==> src/rtl/dice_roller.sv <==
// Pseudo-random d4/d6/d8/d20 generator: 16-bit Fibonacci LFSR with multiply-shift range reduction.
// Optional macro DICE_ROLLER_HOLD_EN keeps the last result visible on idle cycles instead of clearing it.
module dice_roller #(
   parameter logic [15:0] SEED = 16'hACE1
) (
   input  logic       clk,
   input  logic       reset_n,
   input  logic [1:0] die_select,
   input  logic       roll,
   output logic [7:0] rolled_number
);

   // An all-zero seed would lock the LFSR, so it is replaced by 1.
   localparam logic [15:0] SEED_EFF = (SEED == 16'h0000) ? 16'h0001 : SEED;

   logic [15:0] lfsr_r;
   logic [15:0] lfsr_next_s;
   logic [4:0]  faces_s;
   logic [12:0] product_s;
   logic [7:0]  result_s;
   logic [7:0]  rolled_next_s;

   // Feedback taps for x^16+x^14+x^13+x^11+1.
   function automatic logic lfsr_fb(input logic [15:0] l);
      return l[15] ^ l[13] ^ l[12] ^ l[10];
   endfunction

   // Next LFSR state, face count and scaled roll result.
   always_comb begin
      lfsr_next_s = {lfsr_r[14:0], lfsr_fb(lfsr_r)};
      case (die_select)
         2'b00:   faces_s = 5'd4;
         2'b01:   faces_s = 5'd6;
         2'b10:   faces_s = 5'd8;
         2'b11:   faces_s = 5'd20;
         default: faces_s = 5'd4;
      endcase
      product_s = {5'd0, lfsr_r[15:8]} * {8'd0, faces_s};
      result_s  = {3'd0, product_s[12:8]} + 8'd1;
      if (roll) begin
         rolled_next_s = result_s;
      end else begin
`ifdef DICE_ROLLER_HOLD_EN
         rolled_next_s = rolled_number;
`else
         rolled_next_s = 8'd0;
`endif
      end
   end

   // State and output registers; reset overrides roll and reseeds.
   always_ff @(posedge clk) begin
      if (!reset_n) begin
         lfsr_r        <= SEED_EFF;
         rolled_number <= 8'd0;
      end else begin
         lfsr_r        <= lfsr_next_s;
         rolled_number <= rolled_next_s;
      end
   end

endmodule

==> config.mk <==
export PLATFORM = sky130hd
export DESIGN_NAME = dice_roller
export DESIGN_NICKNAME = d
export VERILOG_FILES = /design/src/rtl/dice_roller.sv
export SDC_FILE = /design/constraint.sdc
export NUM_CORES = 1
export LEC_CHECK = 0
export ABC_CLOCK_PERIOD_IN_PS = 4700
export BUFFER_PORTS_ARGS = -buffer_cell sky130_fd_sc_hd__buf_2
export CORE_MARGIN = 2
export CORE_UTILIZATION = 25
export DETAILED_ROUTE_END_ITERATION = 16
export PLACE_DENSITY = 0.49
export SYNTH_ARGS = -nofsm -noshare
export SYNTH_HDL_FRONTEND = slang
export SYNTH_SLANG_ARGS = --single-unit
==> constraint.sdc <==
create_clock -name clk -period 4.7 [get_ports clk]
set_input_delay 0.47 -clock clk [delete_from_list [all_inputs] [get_ports clk]]
set_output_delay 0.47 -clock clk [all_outputs]
set_load 0.005 [all_outputs]
==> results of run 1 <==
-- sequential cells by signal (all words and copies together), names as in the netlist --
register / count
lfsr_r: 16
rolled_number: 6
-- worst reg2reg max path, stage by stage (launching register included) --
cell     delay, ps
dfxtp_1        380
and3_1         230
fa_1           530
fa_1           500
ha_1           310
ha_1           370
or4_1          540
a41o_1         240
nand2_1         70
nor2_1          60
ha_1           230
nand2_1         80
a21oi_2         40
xnor3_1        330
nor2_1          90
-- worst max path at each step --
| stage | startpoint | to | slack, ps | depth (start not counted) |
|---|---|---|---|---|
| finish | die_select[1] | rolled_number[4]$_SDFF_PN0_ | 350 | 16 |
| detailed placement | die_select[1] | rolled_number[4]$_SDFF_PN0_ | 110 | 16 |
| global placement | die_select[1] | rolled_number[4]$_SDFF_PN0_ | 130 | 16 |
| global route | die_select[1] | rolled_number[4]$_SDFF_PN0_ | 90 | 17 |
| floorplan | die_select[1] | rolled_number[4]$_SDFF_PN0_ | 350 | 16 |
| CTS | die_select[1] | rolled_number[4]$_SDFF_PN0_ | 370 | 16 |
-- cell usage after synthesis, types with 3 or more instances --
| cell type | n | share of area, % |
|---|---|---|
| and2_1 | 25 | 9.3 |
| dfxtp_1 | 22 | 26 |
| ha_1 | 20 | 15 |
| fa_1 | 12 | 14 |
| nand2_1 | 9 | 2.0 |
| and3_1 | 8 | 3.0 |
| inv_1 | 8 | 1.8 |
| nand2b_1 | 8 | 3.0 |
| nor2_1 | 7 | 1.6 |
| xor2_1 | 5 | 2.6 |
| nand3_1 | 4 | 1.2 |
| a21oi_1 | 3 | 0.89 |
| clkbuf_1 | 3 | 0.67 |
-- report_power, final --
group	internal, W	total, W	leakage [nW]	switching [W]
Sequential	0.000203	0.000213	0.182	0.00000969
Clock	0.0000746	0.000135	0.0288	0.0000607
Combinational	0.000105	0.000231	0.681	0.000126
-- placed cells by master (no fill, tap or decap), drive strengths merged, types with 4 or more instances in the layout --
cell,n
and2,25
dfxtp,22
ha,20
fa,12
buf,10
nand2,9
and3,8
nand2b,8
inv,8
nor2,7
xor2,5
nand3,4
clkbuf,4
a21oi,4
-- final cells by class --
type	count	area (um2)
Clock buffer	4	55.1
Fill cell	673	4560
Inverter	8	30.0
Multi-Input combinational cell	136	1190
Sequential cell	22	440
Tap cell	77	96.3
Timing Repair Buffer	10	50.0
-- through the flow --
stage | power, W | hold WS, ps
final | 0.000579 | 410
after global routing | 0.000628 | 438
after CTS | 0.000587 | 417
after detailed placement | 0.000447 | 396
after global placement | 0.000449 | 388
after floorplan | 0.000392 | 386
-- logic make-up after synthesis --
kind of cell             share of synthesized area (%)
flip-flops                                        26.2
AO/OA/AOI/OAI                                     9.54
buffers and inverters                             3.35
multiplexers                                     0.596
XOR/XNOR                                          4.99
AND/OR/NAND/NOR                                   25.9
adder cells (fa/ha/maj)                           29.2
other                                            0.223
-- metal layers --
layer	global-route usage, %	part of all wire (%)
met1	15.1	57
met4	1.30	0
met5	0	0
met2	13.7	40
met3	2.50	3.5
==> impl_metrics.csv, run 1 <==
group,metric,value,unit
run_status,status,"completed",
sta,fin_crit_sh,92.6,%
clocking,post-cts-setup-buffers,0,
worst_hold_path,whs_path_depth,1,
sta,grt_setup_unrepaired,"no",
logic_synthesis,synth_edf_count,0,
sta,hold_violations,0,
run,max-cap-violations,0,
worst_hold_path,hold_start,"lfsr_r[5]$_SDFF_PN1_",
logic_synthesis,yosysSeqAreaShare,26.2,%
sta,skew,2.87,ps
global_routing,grt_pass1_vias,1182,
pwr,irDropWorstVdd,0.000115,V
detailed_routing,viasPerCell,4.55,
floorplan,io_pins,13,
setup_path,critPathKind,"primary input to register",
logic_synthesis,synthArstFlopShare,0,%
worst_hold_path,hold_path_class,"register to register",
placed_design,pre_cts_ws,107,ps
setup_path,crit_chain,"buf_2, nor2b_1, and2_1, fa_1, fa_1, ha_1, ha_1, or4_1, a41o_1, nand2_1, nor2_1, ha_1, nand2_1, a21oi_2, xnor3_1, nor2_1",
placed_design,place_inst,253,
logic_synthesis,avgSynthCellArea,9.88,um2
clocking,clock-root-buffer,"clkbuf_8",
setup_path,max_stage_delay,540,ps
pwr,cellLeakagePower,0.892,nW
global_routing,overflow,0,
clocking,cts.sinks,22,
setup_path,crit_arrival,4550,ps
logic_synthesis,synth_area,0.00168,mm2
logic_synthesis,netlist_instances,170,
clocking,hold_buffers,0,
clocking,cts_resized,0,
sta,slew_violations,0,
setup_path,crit_buf_inv,1,
setup_path,reg2regPathDepth,14,
global_routing,grt_usage,9.74,%
sta,period_minus_slack,4350,ps
floorplan,die_h,86.0,um
pwr,cellPowerDensity,312,mW/mm2
layout,layout-drive-gt1-share,13.3,%
placed_design,place_hpwl,2530,um
clocking,cts_buffers,3,
detailed_routing,ant_nets,0,
clocking,path_clk_slew,80,ps
logic_synthesis,ys.flop_type,"dfxtp_1",
setup_path,worst-path-max-fanout,11,
global_routing,grt_max_degree,19,
logic_synthesis,yosys_warnings,0,
layout,n_antenna_cell,0,
detailed_routing,num_vias,1169,
layout,syn2layout_area_growth,10.7,%
setup_path,worstReg2RegEnd,"rolled_number[4]$_SDFF_PN0_",
detailed_routing,first_iter_violations,47,
detailed_routing,dr.pass1.iters,4,
clocking,cts_tree,"yes",
logic_synthesis,ys_types,41,
clocking,clk_latency,260,ps
floorplan,die_w,86.0,um
sta,setup_viol,0,
setup_path,critPathTopFamily,"adder cells",
sta,fin_ws,349,ps
setup_path,rrSetupSlack,660,ps
logic_synthesis,synth_seq_cells,22,
setup_path,crit_top_cell,"ha_1",
placed_design,numPortBuffers,10,
sta,setup_tns,0,ps
global_routing,grt_pass1_wl,5800,um
floorplan,fp.dieArea,0.00739,mm2
detailed_routing,routedWlPerCell,12.3,um
layout,fin_area,0.00186,mm2
layout,finalCoreUtilization,28.9,%
layout,layout.nets,218,
setup_path,crit_required,4900,ps
global_routing,antenna_found_initial,0,
floorplan,num_rows,29,
detailed_routing,drc,0,
setup_path,r2r_start,"lfsr_r[12]$_SDFF_PN0_",
placed_design,dpl-instance-area,0.00180,mm2
sta,max_freq,0.230,GHz
floorplan,fp.coreArea,0.00642,mm2
clocking,h-tree-depth,1,
detailed_routing,wl,3170,um
clocking,cts_buffer_depth,2,
placed_design,place_congestion,0.792,
setup_path,startpoint_type,"primary input",
layout,final_cells,257,
floorplan,start_util,26.1,%
setup_path,crit_path_top_delay_cell,"or4_1",
worst_hold_path,holdPathEnd,"lfsr_r[6]$_SDFF_PN1_",
setup_path,end_kind,"register",
(Power assumes the default switching activity.)
==> run 2, diff against run 1 <==
--- a/config.mk
+++ b/config.mk
@@ -11,6 +11,7 @@
 export CORE_UTILIZATION = 25
 export DETAILED_ROUTE_END_ITERATION = 16
 export PLACE_DENSITY = 0.49
+export REMOVE_ABC_BUFFERS = 1
 export SYNTH_ARGS = -nofsm -noshare
 export SYNTH_HDL_FRONTEND = slang
 export SYNTH_SLANG_ARGS = --single-unit
==> impl_metrics.csv, run 2 (synthesized netlist as in run 1, its figures left out) <==
group,metric,value,unit
global_routing,grt_usage,9.33,%
clocking,hold_buffers,0,
layout,top_regs,"lfsr_r x16, rolled_number x6",
detailed_routing,dr.pass1.iters,4,
detailed_routing,num_vias,1141,
worst_hold_path,hold_path_class,"register to register",
sta,skew,4.22,ps
pwr,cellPowerDensity,300,mW/mm2
clocking,post-cts-setup-buffers,0,
sta,fin_crit_sh,92.9,%
pwr,cellLeakagePower,0.885,nW
layout,layout.nets,218,
clocking,path_clk_slew,70,ps
detailed_routing,drc,0,
clocking,h-tree-depth,1,
setup_path,end_kind,"register",
clocking,cts_tree,"yes",
floorplan,die_h,86.0,um
setup_path,startpoint_type,"primary input",
clocking,clock-root-buffer,"clkbuf_8",
run,max-cap-violations,0,
clocking,cts_buffer_depth,2,
floorplan,die_w,86.0,um
floorplan,start_util,26.1,%
floorplan,io_pins,13,
layout,layout-drive-gt1-share,12.8,%
floorplan,fp.coreArea,0.00642,mm2
sta,slew_violations,0,
detailed_routing,ant_nets,0,
setup_path,crit_arrival,4560,ps
global_routing,antenna_found_initial,0,
clocking,cts.sinks,22,
placed_design,dpl-instance-area,0.00180,mm2
setup_path,critPathKind,"primary input to register",
detailed_routing,wl,3140,um
global_routing,grt_pass1_vias,1153,
global_routing,grt_pass1_wl,5620,um
layout,top_register,"lfsr_r",
run_status,status,"completed",
layout,final_common_cell,"and2_1",
global_routing,overflow,0,
layout,syn2layout_area_growth,9.84,%
setup_path,crit_required,4890,ps
sta,period_minus_slack,4370,ps
clocking,clk_latency,250,ps
placed_design,place_hpwl,2550,um
layout,n_antenna_cell,0,
layout,fin_area,0.00184,mm2
pwr,irDropWorstVdd,0.000219,V
clocking,cts_resized,0,
placed_design,numPortBuffers,10,
placed_design,place_congestion,0.755,
detailed_routing,routedWlPerCell,12.3,um
global_routing,grt_max_degree,19,
detailed_routing,first_iter_violations,48,
detailed_routing,viasPerCell,4.46,
clocking,cts_buffers,3,
sta,max_freq,0.229,GHz
setup_path,worst-path-max-fanout,11,
layout,final_cell_mix,"and2_1, dfxtp_1, ha_1",
sta,hold_violations,0,
sta,setup_tns,0,ps
floorplan,num_rows,29,
layout,largest_reg_flops,16,
sta,grt_setup_unrepaired,"no",
sta,setup_viol,0,
floorplan,fp.dieArea,0.00739,mm2
==> run 2: cell types whose count changed in the layout (fill, tap and decap cells not counted), sizes merged <==
cell    previous run  this run
clkbuf             4         3
==> run 2: worst paths after layout <==
check | slack, ps | cells after the start | from | to
worst max-delay path | 330 | 16 | die_select[1] | rolled_number[4]$_SDFF_PN0_
worst min-delay path | 410 | 1 | lfsr_r[5]$_SDFF_PN1_ | lfsr_r[6]$_SDFF_PN1_
worst max register to register | 630 | 14 | lfsr_r[12]$_SDFF_PN0_ | rolled_number[4]$_SDFF_PN0_
worst min register to register | 410 | 1 | lfsr_r[5]$_SDFF_PN1_ | lfsr_r[6]$_SDFF_PN1_
==> run 2: where the power goes <==
group | internal [W] | switching (W)
Combinational | 0.000104 | 0.000125
Clock | 0.0000569 | 0.0000536
Sequential | 0.000203 | 0.00000952
Total | 0.000364 | 0.000189
==> run 2: worst max-delay path, cell delays in order <==
cell	delay, ps
buf_2	160
nor2b_1	390
and2_1	210
fa_1	460
fa_1	490
ha_1	300
ha_1	360
or4_1	540
a41o_1	250
nand2_1	70
nor2_1	60
ha_1	240
nand2_1	80
a21oi_2	40
xnor3_1	330
nor2_1	90
==> run 2: per-stage QoR <==
stage | setup slack (ps) | util (%) | instances | hold slack [ps] | power [W]
after floorplan | 600 | - | 166 | 386 | 0.000389
after global placement | 121 | 28.1 | 253 | 388 | 0.000450
after detailed placement | 87.8 | 28.1 | 253 | 396 | 0.000448
after CTS | 336 | 28.7 | 256 | 413 | 0.000560
after global routing | 3.55 | 28.7 | 256 | 440 | 0.000600
final | 332 | 28.7 | 256 | 407 | 0.000553
==> run 2: layout make-up <==
type / count / area [um2]
timing repair buffer: 10 / 50.0
multi-input combinational: 136 / 1190
tap: 77 / 96.3
inverter: 8 / 30.0
fill: 674 / 4580
clock buffer: 3 / 41.3
sequential: 22 / 440
==> run 2: metal layers <==
layer	vias up	share of wire [%]	global-route usage, %
li1	592	-	-
met1	524	56	14.8
met2	23	40	13.1
met3	2	3.8	2.02
met4	0	0.41	1.01
met5	-	0	0
==> run 3, diff against run 2 <==
--- a/config.mk
+++ b/config.mk
@@ -5,6 +5,7 @@
 export SDC_FILE = /design/constraint.sdc
 export NUM_CORES = 1
 export LEC_CHECK = 0
+export ABC_AREA = 1
 export ABC_CLOCK_PERIOD_IN_PS = 4700
 export BUFFER_PORTS_ARGS = -buffer_cell sky130_fd_sc_hd__buf_2
 export CORE_MARGIN = 2
==> impl_metrics.csv, run 3 <==
group,metric,value,unit
layout,final_cell_mix,"nand2_1, inv_1, nor2_1",
run,max-cap-violations,0,
layout,largest_reg_flops,16,
setup_path,critPathTopFamily,"adder cells",
floorplan,fp.dieArea,0.00742,mm2
detailed_routing,dr.pass1.iters,4,
global_routing,overflow,0,
layout,final_cells,312,
global_routing,antenna_found_initial,0,
sta,skew,3.08,ps
placed_design,numPortBuffers,10,
layout,syn2layout_area_growth,12.2,%
setup_path,crit_chain,"buf_2, inv_2, nor2_1, buf_4, inv_1, nor2_1, fa_1, fa_1, ha_1, ha_1, a21oi_1, nor2_1, nor2_1, nand2_2, xor2_2, ha_1, inv_1, nor2_1, nand3_1, nand2_1, nor2_1",
run_status,status,"completed",
clocking,hold_buffers,0,
sta,fin_crit_sh,81.1,%
logic_synthesis,yosys_warnings,0,
sta,setup_tns,0,ps
setup_path,max_stage_delay,500,ps
layout,layout-drive-gt1-share,12.8,%
setup_path,crit_buf_inv,5,
global_routing,top_usage_layer,"met2",
detailed_routing,viasPerCell,4.12,
detailed_routing,first_iter_violations,33,
detailed_routing,wl,3000,um
clocking,cts.sinks,22,
pwr,cellPowerDensity,309,mW/mm2
logic_synthesis,netlist_instances,223,
sta,max_freq,0.262,GHz
pwr,cellLeakagePower,1.08,nW
setup_path,crit_required,4850,ps
layout,top_register,"lfsr_r",
layout,seq_area,440,um2
floorplan,num_rows,29,
sta,period_minus_slack,3810,ps
placed_design,place_inst,308,
logic_synthesis,synthMostInstantiatedCell,"nand2_1",
layout,nFillCells,697,
clocking,clock-root-buffer,"clkbuf_8",
setup_path,reg2regPathDepth,17,
placed_design,place_congestion,0.808,
clocking,h-tree-depth,1,
logic_synthesis,netlist_top_cells_area,"dfxtp_1, ha_1, fa_1",
clocking,cts_resized,0,
layout,n_antenna_cell,0,
sta,grt_setup_unrepaired,"no",
worst_hold_path,whs_path_depth,2,
logic_synthesis,synth_top_area_cell,"dfxtp_1",
global_routing,grt_pass1_wl,5780,um
pwr,irDropWorstVdd,0.000126,V
detailed_routing,num_vias,1284,
clocking,cts_buffer_depth,2,
floorplan,io_pins,13,
global_routing,grt_usage,9.61,%
sta,setup_viol,0,
global_routing,met3_usage,1.73,%
clocking,post-cts-setup-buffers,0,
layout,final_common_cell,"nand2_1",
logic_synthesis,synth_seq_cells,22,
clocking,cts_tree,"yes",
logic_synthesis,synth.top_cells.by_count,"nand2_1, inv_1, nor2_1, dfxtp_1, ha_1",
logic_synthesis,synth_area,0.00169,mm2
setup_path,crit_arrival,3970,ps
logic_synthesis,avgSynthCellArea,7.56,um2
setup_path,cp.depth,21,
global_routing,grt_pass1_vias,1359,
worst_hold_path,hold_path_class,"register to register",
clocking,path_clk_slew,80,ps
floorplan,fp.coreArea,0.00642,mm2
layout,layout.nets,273,
layout,top_regs,"lfsr_r x16, rolled_number x6",
global_routing,gr-usage-met2,16.1,%
global_routing,grt_use_met1,12.9,%
detailed_routing,drc,0,
floorplan,start_util,26.3,%
logic_synthesis,synth_edf_count,0,
sta,slew_violations,0,
floorplan,die_w,86.1,um
logic_synthesis,yosysTopAreaCellShare,26.1,%
layout,multiInputGateArea,0.00105,mm2
logic_synthesis,synthArstFlopShare,0,%
logic_synthesis,ys.flop_type,"dfxtp_1",
detailed_routing,routedWlPerCell,9.61,um
logic_synthesis,ys_types,27,
setup_path,end_kind,"register",
placed_design,place_hpwl,2530,um
detailed_routing,ant_nets,0,
global_routing,grt_max_degree,18,
floorplan,die_h,86.1,um
clocking,clk_latency,260,ps
setup_path,startpoint_type,"primary input",
clocking,cts_buffers,3,
setup_path,crit_path_top_delay_cell,"fa_1",
setup_path,critPathKind,"primary input to register",
sta,hold_violations,0,
setup_path,crit_top_cell,"nor2_1",
logic_synthesis,yosysSeqAreaShare,26.1,%
setup_path,worst-path-max-fanout,8,
## run 3: path summary, 6_finish.rpt
| check | start | endpoint | slack, ps |
|---|---|---|---|
| min | lfsr_r[6]$_SDFF_PN1_ | lfsr_r[7]$_SDFF_PN1_ | 420 |
| max | die_select[1] | rolled_number[4]$_SDFF_PN0_ | 890 |
| min reg2reg | lfsr_r[6]$_SDFF_PN1_ | lfsr_r[7]$_SDFF_PN1_ | 420 |
| max reg2reg | lfsr_r[13]$_SDFF_PN1_ | rolled_number[4]$_SDFF_PN0_ | 1140 |
## run 3: final cells by class
type / instances / area share, %
clock buffer: 3 / 2.18
tap: 77 / 5.09
timing repair buffer: 11 / 3.04
sequential: 22 / 23.3
multi-input combinational: 152 / 55.7
clock inverter: 1 / 1.59
inverter: 46 / 9.12
## run 3: through the flow
step	hold WS (ps)	worst slack [ps]	area [um2]	total power, W	util, %
2_1_floorplan	380	822	1670	0.000371	-
3_3_place_gp	393	652	1820	0.000418	28.4
3_5_place_dp	400	614	1820	0.000417	28.4
4_1_cts	421	875	1890	0.000597	29.5
5_1_grt	444	607	1890	0.000640	29.5
6_report	417	887	1890	0.000585	29.5
## run 3: cell families after synthesis
kind of cell    after synthesis  synth area share, %
compound gates               11                 3.64
xor+xnor                      3                 2.00
fa+ha+maj                    32                 29.1
buf+inv                      50                 11.6
flops                        22                 26.1
other cells                   1                0.222
simple gates                104                 27.4
## run 3: routing by layer
metal	wire length (um)	part of all wire (%)	up-vias
met3	49	1.6	2
met4	30	1.0	0
met5	0	0	-
li1	-	-	690
met1	1520	51	581
met2	1390	47	11
## run 3: where the power goes
group | switching [W] | leakage [nW] | internal [W]
Clock | 0.0000608 | 0.0357 | 0.000114
Sequential | 0.00000666 | 0.182 | 0.000202
Combinational | 0.000124 | 0.859 | 0.0000777
## run 3: worst min-delay path: stages (launching register included)
cell     delay, ps
dfxtp_1        320
inv_1           40
nand2_1         40
